## config.mk

```make
export PLATFORM = sky130hd
export DESIGN_NAME = ps2_host_tx
export DESIGN_NICKNAME = d
export VERILOG_FILES = /design/src/rtl/ps2_host_tx.sv
export SDC_FILE = /design/constraint.sdc
export NUM_CORES = 1
export LEC_CHECK = 0
export CAP_MARGIN = 20
export CELL_PAD_IN_SITES_DETAIL_PLACEMENT = 0
export CELL_PAD_IN_SITES_GLOBAL_PLACEMENT = 1
export CORE_MARGIN = 5
export CORE_UTILIZATION = 45
export CTS_CLUSTER_DIAMETER = 60
export DETAILED_ROUTE_END_ITERATION = 6
export HOLD_SLACK_MARGIN = 0.1
export PLACE_DENSITY_LB_ADDON = 0.1
export SYNTH_ARGS = -nofsm -noshare
export SYNTH_HDL_FRONTEND = slang
export SYNTH_SLANG_ARGS = --single-unit
```

## constraint.sdc

```tcl
create_clock -name clk -period 2.15 [get_ports clk]
set_input_delay 0.3225 -clock clk [delete_from_list [all_inputs] [get_ports clk]]
set_output_delay 0.3225 -clock clk [all_outputs]
set_load 0.05 [all_outputs]
```

## src/rtl/ps2_host_tx.sv

```systemverilog
// Host-to-device PS/2 transmitter: inhibits the bus, issues a request-to-send,
// shifts one command byte plus odd parity out on device clock falls, then checks the ack.
module ps2_host_tx #(
   parameter int INHIBIT_CYCLES = 10000,
   parameter int TIMEOUT_CYCLES = 2000000,
   parameter int SYNC_STAGES    = 2
) (
   input  logic       clk,
   input  logic       reset,
   input  logic [7:0] tx_data,
   input  logic       tx_valid,
   output logic       tx_ready,
   output logic       tx_done,
   output logic       tx_error,
   output logic       busy,
   input  logic       ps2_clk_in,
   input  logic       ps2_data_in,
   output logic       ps2_clk_oe,
   output logic       ps2_data_oe
);

   localparam int INH_W = $clog2(INHIBIT_CYCLES + 1);
   localparam int TO_W  = $clog2(TIMEOUT_CYCLES + 1);

   typedef enum logic [2:0] {
      IDLE, INHIBIT, RELEASE, SEND, ACK, WAIT_IDLE, DONE, FAIL
   } state_t;

   state_t state, state_next;

   logic [SYNC_STAGES-1:0] clk_sync, data_sync;
   logic                   clk_s, data_s, clk_prev, fe;
   logic [INH_W-1:0]       inh_cnt;
   logic [TO_W-1:0]        to_cnt;
   logic [3:0]             idx;
   logic [8:0]             shift;
   logic                   data_bit;
   logic                   inh_last, timeout;

   // Idle bus level is high, so the synchronisers reset to 1 to avoid a false edge.
   always_ff @(posedge clk or posedge reset) begin
      if (reset) begin
         clk_sync  <= '1;
         data_sync <= '1;
         clk_prev  <= 1'b1;
      end else begin
         clk_sync  <= {clk_sync[SYNC_STAGES-2:0], ps2_clk_in};
         data_sync <= {data_sync[SYNC_STAGES-2:0], ps2_data_in};
         clk_prev  <= clk_s;
      end
   end

   assign clk_s    = clk_sync[SYNC_STAGES-1];
   assign data_s   = data_sync[SYNC_STAGES-1];
   assign fe       = clk_prev & ~clk_s;
   assign inh_last = (inh_cnt == INH_W'(INHIBIT_CYCLES - 1));
   assign timeout  = (to_cnt == TO_W'(TIMEOUT_CYCLES - 1));

   always_ff @(posedge clk or posedge reset) begin
      if (reset) state <= IDLE;
      else       state <= state_next;
   end

   always_comb begin
      state_next  = state;
      tx_ready    = 1'b0;
      busy        = 1'b1;
      tx_done     = 1'b0;
      tx_error    = 1'b0;
      ps2_clk_oe  = 1'b0;
      ps2_data_oe = 1'b0;
      case (state)
         IDLE: begin
            tx_ready = 1'b1;
            busy     = 1'b0;
            if (tx_valid) state_next = INHIBIT;
         end
         INHIBIT: begin
            ps2_clk_oe  = 1'b1;
            ps2_data_oe = inh_last;
            if (inh_last) state_next = RELEASE;
         end
         RELEASE: begin
            ps2_data_oe = 1'b1;
            state_next  = SEND;
         end
         SEND: begin
            ps2_data_oe = data_bit;
            if (timeout)                 state_next = FAIL;
            else if (fe && idx == 4'd9)  state_next = ACK;
         end
         ACK: begin
            if (timeout)  state_next = FAIL;
            else if (fe)  state_next = data_s ? FAIL : WAIT_IDLE;
         end
         WAIT_IDLE: begin
            if (timeout)              state_next = FAIL;
            else if (clk_s && data_s) state_next = DONE;
         end
         DONE: begin
            tx_done    = 1'b1;
            state_next = IDLE;
         end
         FAIL: begin
            tx_error   = 1'b1;
            state_next = IDLE;
         end
         default: state_next = IDLE;
      endcase
   end

   // Frame shifts out LSB first; the open-collector drive is the inverse of the bit.
   always_ff @(posedge clk or posedge reset) begin
      if (reset) begin
         inh_cnt  <= '0;
         to_cnt   <= '0;
         idx      <= '0;
         shift    <= '0;
         data_bit <= 1'b0;
      end else begin
         case (state)
            IDLE: begin
               data_bit <= 1'b0;
               if (tx_valid) begin
                  shift   <= {~^tx_data, tx_data};
                  inh_cnt <= '0;
               end
            end
            INHIBIT: inh_cnt <= inh_cnt + 1'b1;
            RELEASE: begin
               to_cnt   <= '0;
               idx      <= '0;
               data_bit <= 1'b1;
            end
            SEND, ACK, WAIT_IDLE: begin
               if (to_cnt != TO_W'(TIMEOUT_CYCLES)) to_cnt <= to_cnt + 1'b1;
               if (state == SEND && fe) begin
                  idx <= idx + 1'b1;
                  if (idx == 4'd9) begin
                     data_bit <= 1'b0;
                  end else begin
                     data_bit <= ~shift[0];
                     shift    <= shift >> 1;
                  end
               end
            end
            default: data_bit <= 1'b0;
         endcase
      end
   end

endmodule
```

==> results of run 1 <==
[how the worst max path moves through the flow]
stage	to	cells after the start
6_report	ps2_data_oe	6
5_1_grt	ps2_data_oe	6
4_1_cts	ps2_data_oe	6
3_5_place_dp	ps2_data_oe	6
3_3_place_gp	ps2_data_oe	6
2_1_floorplan	inh_cnt[8]$_DFFE_PP0P_	6
[kinds of logic (layout without fill, tap and decap cells)]
group	after synthesis	count (layout)	synth area share [%]
AOI/OAI and AO/OA	57	57	11.16
xor gates and xnor gates	22	22	6.317
adders and majority gates	5	5	2.051
buffers and inverters	26	73	3.363
DFF	57	57	46.96
muxes	17	17	5.619
and+or+nand+nor	146	146	24.53
[what timing repair did]
item                       4_1_cts  5_1_grt
setup buffers                    4        3
setup endpoints to repair        1        1
gates resized for setup          9        1
pin swaps                        3        4
[power by group through the flow]
stage               sequential (mW)  combinational (mW)  clock (mW)
finish                         1.08              0.0836        1.23
global route                   1.08              0.0947        1.32
CTS                            1.08              0.0867        1.26
detailed placement             1.10              0.0866           0
global placement               1.10              0.0853           0
floorplan                      1.10              0.0447           0
[layout make-up]
type                       count  area, sq um
multi-input combinational    247         1560
inverter                      18        67.56
clock inverter                 5        102.6
clock buffer                  11        141.4
timing repair buffer          39        372.9
tap                           80        100.1
sequential                    57         1435
fill                         625         2902
[flip-flops by register name (all words and copies together), names as in the netlist]
signal,cells
to_cnt,21
clk_prev,1
idx,4
clk_sync,2
data_bit,1
inh_cnt,14
state,3
data_sync,2
shift,9
[cell usage in the layout (no fill, tap or decap), types with 5 or more instances in the layout]
cell type and count:
o21ai_0 9, nand3_1 15, nand2_1 43, mux2i_1 16, nand4_1 6, inv_1 12, or3_1 8, clkdlybuf4s50_1 12
clkbuf_8 10, dfstp_2 5, o21ai_1 19, nor3_1 9, xnor2_1 19, inv_2 6, buf_4 23, a21oi_1 11
dfrtp_1 50, nor2_1 30
[synth_stat cells (2+ instances only)]
| master | number | area, sq um |
|---|---|---|
| nor2_1 | 30 | 112.6 |
| xor2_1 | 3 | 26.28 |
| nand2b_1 | 3 | 18.77 |
| o21ai_0 | 9 | 45.04 |
| dfstp_2 | 5 | 131.4 |
| a21oi_1 | 11 | 55.05 |
| and3b_1 | 2 | 17.52 |
| a22o_1 | 2 | 17.52 |
| and3_1 | 4 | 25.02 |
| and2_1 | 3 | 18.77 |
| o2111ai_1 | 2 | 17.52 |
| inv_2 | 5 | 18.77 |
| xnor2_1 | 19 | 166.4 |
| dfrtp_1 | 52 | 1301 |
| inv_1 | 13 | 48.80 |
| and4_1 | 3 | 26.28 |
| nor2_2 | 2 | 12.51 |
| nand3b_1 | 2 | 15.01 |
| a31oi_1 | 2 | 12.51 |
| ha_1 | 5 | 62.56 |
| buf_2 | 4 | 20.02 |
| o21ai_1 | 19 | 95.09 |
| nand3_1 | 15 | 75.07 |
| nor2b_1 | 3 | 18.77 |
| o31ai_1 | 3 | 22.52 |
| nand4_1 | 6 | 37.54 |
| or3_1 | 8 | 50.05 |
| nor3_1 | 9 | 45.04 |
| mux2i_1 | 16 | 160.2 |
| nand2_1 | 44 | 165.2 |
| clkbuf_1 | 4 | 15.01 |
| nor4_1 | 6 | 37.54 |
[metrics by stage]
stage	instances	setup WS (ns)	area, sq um
3_3_place_gp	434	0.1705	3436
3_5_place_dp	434	0.1343	3436
5_1_grt	457	-0.1404	3780
4_1_cts	454	-0.08078	3756
6_report	457	-0.01235	3780
2_1_floorplan	330	0.1652	3050
[routing by layer]
| layer | GRT usage, % | vias up |
|---|---|---|
| li1 | - | 1249 |
| met1 | 23.43 | 1172 |
| met2 | 26.71 | 50 |
| met3 | 2.843 | 12 |
| met4 | 8.045 | 0 |
| met5 | 0 | - |
[critical path, stage by stage (launching register included)]
cell and delay (ns):
dfrtp_1 0.39, ha_2 0.20, and3_4 0.21, nand2_4 0.06, nor4_4 0.23, o221a_1 0.27, buf_12 0.15
==> out/results.ini, run 1 <==
[floorplan]
core_sq_um=6681
die_w_microns=92.34
pin_count=19
std_cell_rows=30
start_util_pct=45.66
die_height_microns=92.34
fp.dieArea_sq_um=8526

[synthesis]
netlist_instances=330
synth.avg_cell_area_sq_um=9.244
yosys_warnings=0
synth_edf_count=0
synth_cell_type_count=48
synth_ff_type=dfrtp_1
syn-cell-area_sq_um=3050
synth-seq-cells=57
synthArstFlopShare_pct=100.0
synth-seq-area-share_pct=46.96
syn_nets=348

[critical_path]
worstReg2RegStart=to_cnt[11]$_DFFE_PP0P_
cp.required_ns=1.83
path_max_fanout=4
worst-r2r-cell-count=5
startpoint_type=flop
r2r_end=state[1]$_DFFE_PP0P_
arrival_ns=1.84
critPathLaunch=inh_cnt[0]$_DFFE_PP0P_
crit_path_end_kind=output port
worstSetupPathType=flop to output port
r2r_slack_ns=0.12

[power_and_ir_drop]
sw_frac_of_total_pct=19.83
leakagePower_nw=1.693
p_per_area_nw_per_um2=634.4
ir_drop_uv=421.5
clockPowerShare_pct=51.3
comb_power_share_pct=3.5
p_switching_uw=475.4
p_int_mw=1.922
p_seq_share_pct=45.2
fin_total_pwr_mw=2.398

[detailed_routing]
drt-met1-wl_mm=3.150
routedWlPerCell_microns=14.40
ant_nets=0
drc=0
drtIter0Drc=144
highest_layer=met4
drt_wl_total_mm=6.580
vias=2483
drt_pass1_iterations=4
route.met2.wl_mm=3.059
met3_wirelength_microns=220
via_per_inst=5.433

[global_route]
first_global_vias=2461
grt_max_degree=42
grt_remaining_overflow=0
antenna_found_initial=0
track_usage_pct=17.19
grt_pass1_wl_mm=11.72

[min_path]
worst_hold_path_type=input pin to async pin

[clock_tree]
cts_tree=yes
clk_pin_slew_worst_paths_ns=0.07
root_buffer=clkbuf_8
clk-insertion-delay-late_ns=0.33
h-tree-depth=3
cts_inserted_buffers=9
cts_max_path_buffers=2
postCtsHoldBufs=0
clock-sinks=57

[layout]
syn_to_final_growth_pct=23.91
n_antenna_cell=0
layout-drive-gt1-share_pct=17.51
fin_util_pct=56.57
nNetsFinal=390

[timing]
setup_viol=1
tightestPinTransition_ns=0.6166
postLayoutSetupSlackWorst_ns=-0.01235
rsz0062_at_grt=true
finClkSkew_ns=0.01046
min_period_over_period_pct=100.6
layout_min_cycle_time_ns=2.162
whs_ns=0.2876
slew_headroom_pct=58.89
drv_slew=0
hold_viol=0
max_freq_ghz=0.4625
finalSetupTns_ns=-0.01235

[placed_design]
gp_congestion=0.8546
hpwl_mm=4.629
port_buffers=18

[run_status]
violations=setup timing
status=complete, but fails checks

[job]
drv_cap=0

No activity file was read; power rests on OpenSTA's default activity.
==> run 2, diff against run 1 <==
--- a/config.mk
+++ b/config.mk
@@ -14,6 +14,7 @@
 export DETAILED_ROUTE_END_ITERATION = 6
 export HOLD_SLACK_MARGIN = 0.1
 export PLACE_DENSITY_LB_ADDON = 0.1
+export SETUP_SLACK_MARGIN = 0.05
 export SYNTH_ARGS = -nofsm -noshare
 export SYNTH_HDL_FRONTEND = slang
 export SYNTH_SLANG_ARGS = --single-unit
==> run 2 against run 1 <==
Net effect: the flow still finishes with violations (setup timing); register-to-register slack about the same; maximum frequency barely moved; flip-flop and latch count unchanged; utilization increased by 0.17 points; setup slack about the same; first-iteration DRC count down 0.69%; global-route usage stayed put.
==> out/results.ini, run 2 (synthesized netlist as in run 1, its figures left out) <==
[min_path]
worst_hold_path_type=input pin to async pin  ; unchanged

[global_route]
gr-usage-met1_pct=23.43  ; unchanged
met2_usage_pct=26.71  ; unchanged
grt_pass1_wl_mm=11.72  ; unchanged
grt_remaining_overflow=0  ; unchanged
track_usage_pct=17.19  ; unchanged
antenna_found_initial=0  ; unchanged
first_global_vias=2461  ; unchanged
grtUsageMet3_pct=2.843  ; unchanged
grt_max_degree=42  ; unchanged
top_usage_layer=met2  ; unchanged

[clock_tree]
cts_inserted_buffers=9  ; unchanged
cts_max_path_buffers=2  ; unchanged
clk-insertion-delay-late_ns=0.33  ; about the same
root_buffer=clkbuf_8  ; unchanged
clk_pin_slew_worst_paths_ns=0.07  ; about the same
cts_tree=yes  ; unchanged
clock-sinks=57  ; unchanged
h-tree-depth=3  ; unchanged

[critical_path]
max_stage_delay_ns=0.39  ; about the same
worstSetupPathType=flop to output port  ; unchanged
crit_path_top_delay_cell=dfrtp_1  ; unchanged
r2r_end=state[0]$_DFFE_PP0P_  ; was state[1]$_DFFE_PP0P_
r2r_slack_ns=0.12  ; about the same
path_cells=ha_2 -> and3_4 -> nand2_4 -> nor4_4 -> o221a_1 -> buf_12  ; unchanged
crit_path_end_kind=output port  ; unchanged
arrival_ns=1.84  ; about the same
path_max_fanout=4  ; unchanged
worst-r2r-cell-count=5  ; unchanged
startpoint_type=flop  ; unchanged
cp.required_ns=1.83  ; about the same
worstReg2RegStart=to_cnt[8]$_DFFE_PP0P_  ; was to_cnt[11]$_DFFE_PP0P_

[floorplan]
die_height_microns=92.34  ; unchanged
die_w_microns=92.34  ; unchanged
std_cell_rows=30  ; unchanged
core_sq_um=6681  ; unchanged
pin_count=19  ; unchanged
fp.dieArea_sq_um=8526  ; unchanged
start_util_pct=45.66  ; unchanged

[timing]
finalSetupTns_ns=-0.01223  ; was -0.01235 ns
finClkSkew_ns=0.01046  ; about the same
min_period_over_period_pct=100.6  ; about the same
hold_viol=0  ; unchanged
max_freq_ghz=0.4625  ; about the same
drv_slew=0  ; unchanged
postLayoutSetupSlackWorst_ns=-0.01223  ; was -0.01235 ns
setup_viol=1  ; unchanged
tightestPinTransition_ns=0.6166  ; about the same
rsz0062_at_grt=true  ; unchanged
slew_headroom_pct=58.89  ; unchanged
layout_min_cycle_time_ns=2.162  ; about the same

[detailed_routing]
ant_nets=0  ; unchanged
drtIter0Drc=143  ; was 144
routedWlPerCell_microns=14.38  ; was 14.40 microns
drt_pass1_iterations=6  ; was 4
drt_wl_total_mm=6.585  ; was 6.580 mm
vias=2484  ; was 2,483
via_per_inst=5.424  ; was 5.433
drc=0  ; unchanged

[power_and_ir_drop]
ir_drop_uv=421.5  ; about the same
leakagePower_nw=1.702  ; was 1.693 nW
fin_total_pwr_mw=2.400  ; was 2.398 mW
p_per_area_nw_per_um2=632.9  ; was 634.4 nW/um^2

[layout]
nNetsFinal=391  ; was 390
fin_cells=458  ; was 457
final_common_cell=dfrtp_1  ; unchanged
final_cell_area_sq_um=3791  ; was 3780 sq um
layout_common_cells=dfrtp_1, nand2_1, nor2_1, buf_4  ; unchanged
largest_register=to_cnt  ; unchanged
fillerInstances=625  ; unchanged
n_antenna_cell=0  ; unchanged
largest_register_ff_count=21  ; unchanged
largest_registers=to_cnt (21), inh_cnt (14), shift (9)  ; unchanged
layout-drive-gt1-share_pct=17.99  ; was 17.51%
syn_to_final_growth_pct=24.28  ; was 23.91%

[placed_design]
port_buffers=18  ; unchanged
hpwl_mm=4.629  ; unchanged
postPlaceCellArea_sq_um=3436  ; unchanged
dp.cells=434  ; unchanged
gp_congestion=0.8546  ; unchanged
pre_cts_ws_ns=0.1343  ; unchanged

[run_status]
status=complete, but fails checks  ; unchanged
violations=setup timing  ; unchanged

[job]
drv_cap=0  ; unchanged

-- run 2: changes by cell type in the layout (fill, tap and decap cells not counted) --
cell / delta
buf_4: +1
or4b_1: -1
or4b_4: +1
-- run 2: area by class of cell --
cell class | instances | area (sq um) | share of cell area (%)
clock buffers | 11 | 141.4 | 3.729
well taps | 80 | 100.1 | 2.640
repair buffers | 40 | 380.4 | 10.03
multi-input cells | 247 | 1564 | 41.25
inverters | 18 | 67.56 | 1.782
clock inverters | 5 | 102.6 | 2.706
flip-flops and latches | 57 | 1435 | 37.85
-- run 2: metrics by stage --
step	util (%)	hold WS, ns
floorplan	-	0.3270
CTS	56.22	0.2936
global route	56.74	0.3115
finish	56.74	0.2877
global placement	51.42	0.3458
detailed placement	51.42	0.3476
-- run 2: how the worst max path moves through the flow --
stage,from,end,slack (ns),cells after the start
global route,inh_cnt[0]$_DFFE_PP0P_,ps2_data_oe,-0.14,6
detailed placement,inh_cnt[0]$_DFFE_PP0P_,ps2_data_oe,0.13,6
global placement,inh_cnt[0]$_DFFE_PP0P_,ps2_data_oe,0.17,6
CTS,inh_cnt[0]$_DFFE_PP0P_,ps2_data_oe,-0.08,6
finish,inh_cnt[0]$_DFFE_PP0P_,ps2_data_oe,-0.01,6
floorplan,state[1]$_DFFE_PP0P_,inh_cnt[8]$_DFFE_PP0P_,0.17,6
-- run 2: timing repair --
action / in CTS / in global routing
gates resized for setup: 9 / 2
hold buffers: 0 / 0
pin swaps: 3 / 8
setup endpoints to repair: 1 / 3
buffers inserted: 4 / 4
cloned: 0 / 0
-- run 2: worst max-delay path: cells and delay by family, from the launching register on --
kind / cells / cell delay [ns]
fa+ha+maj: 1 / 0.20
buf+inv: 1 / 0.15
flops: 1 / 0.39
compound gates: 1 / 0.27
simple gates: 3 / 0.50
-- run 2: power by group --
part           switching [mW]  total (mW)  leakage [nW]  internal [mW]
combinational          0.0423      0.0836         0.842         0.0414
clock                   0.433        1.23         0.120          0.800
sequential            0.00232        1.08         0.740           1.08
total                   0.477        2.40          1.70           1.92
-- run 2: layer usage --
metal / share of wire (%) / wire (microns)
met5: 0 / 0
met4: 2.3 / 150
met1: 48 / 3162
met3: 3.2 / 211
met2: 46 / 3061
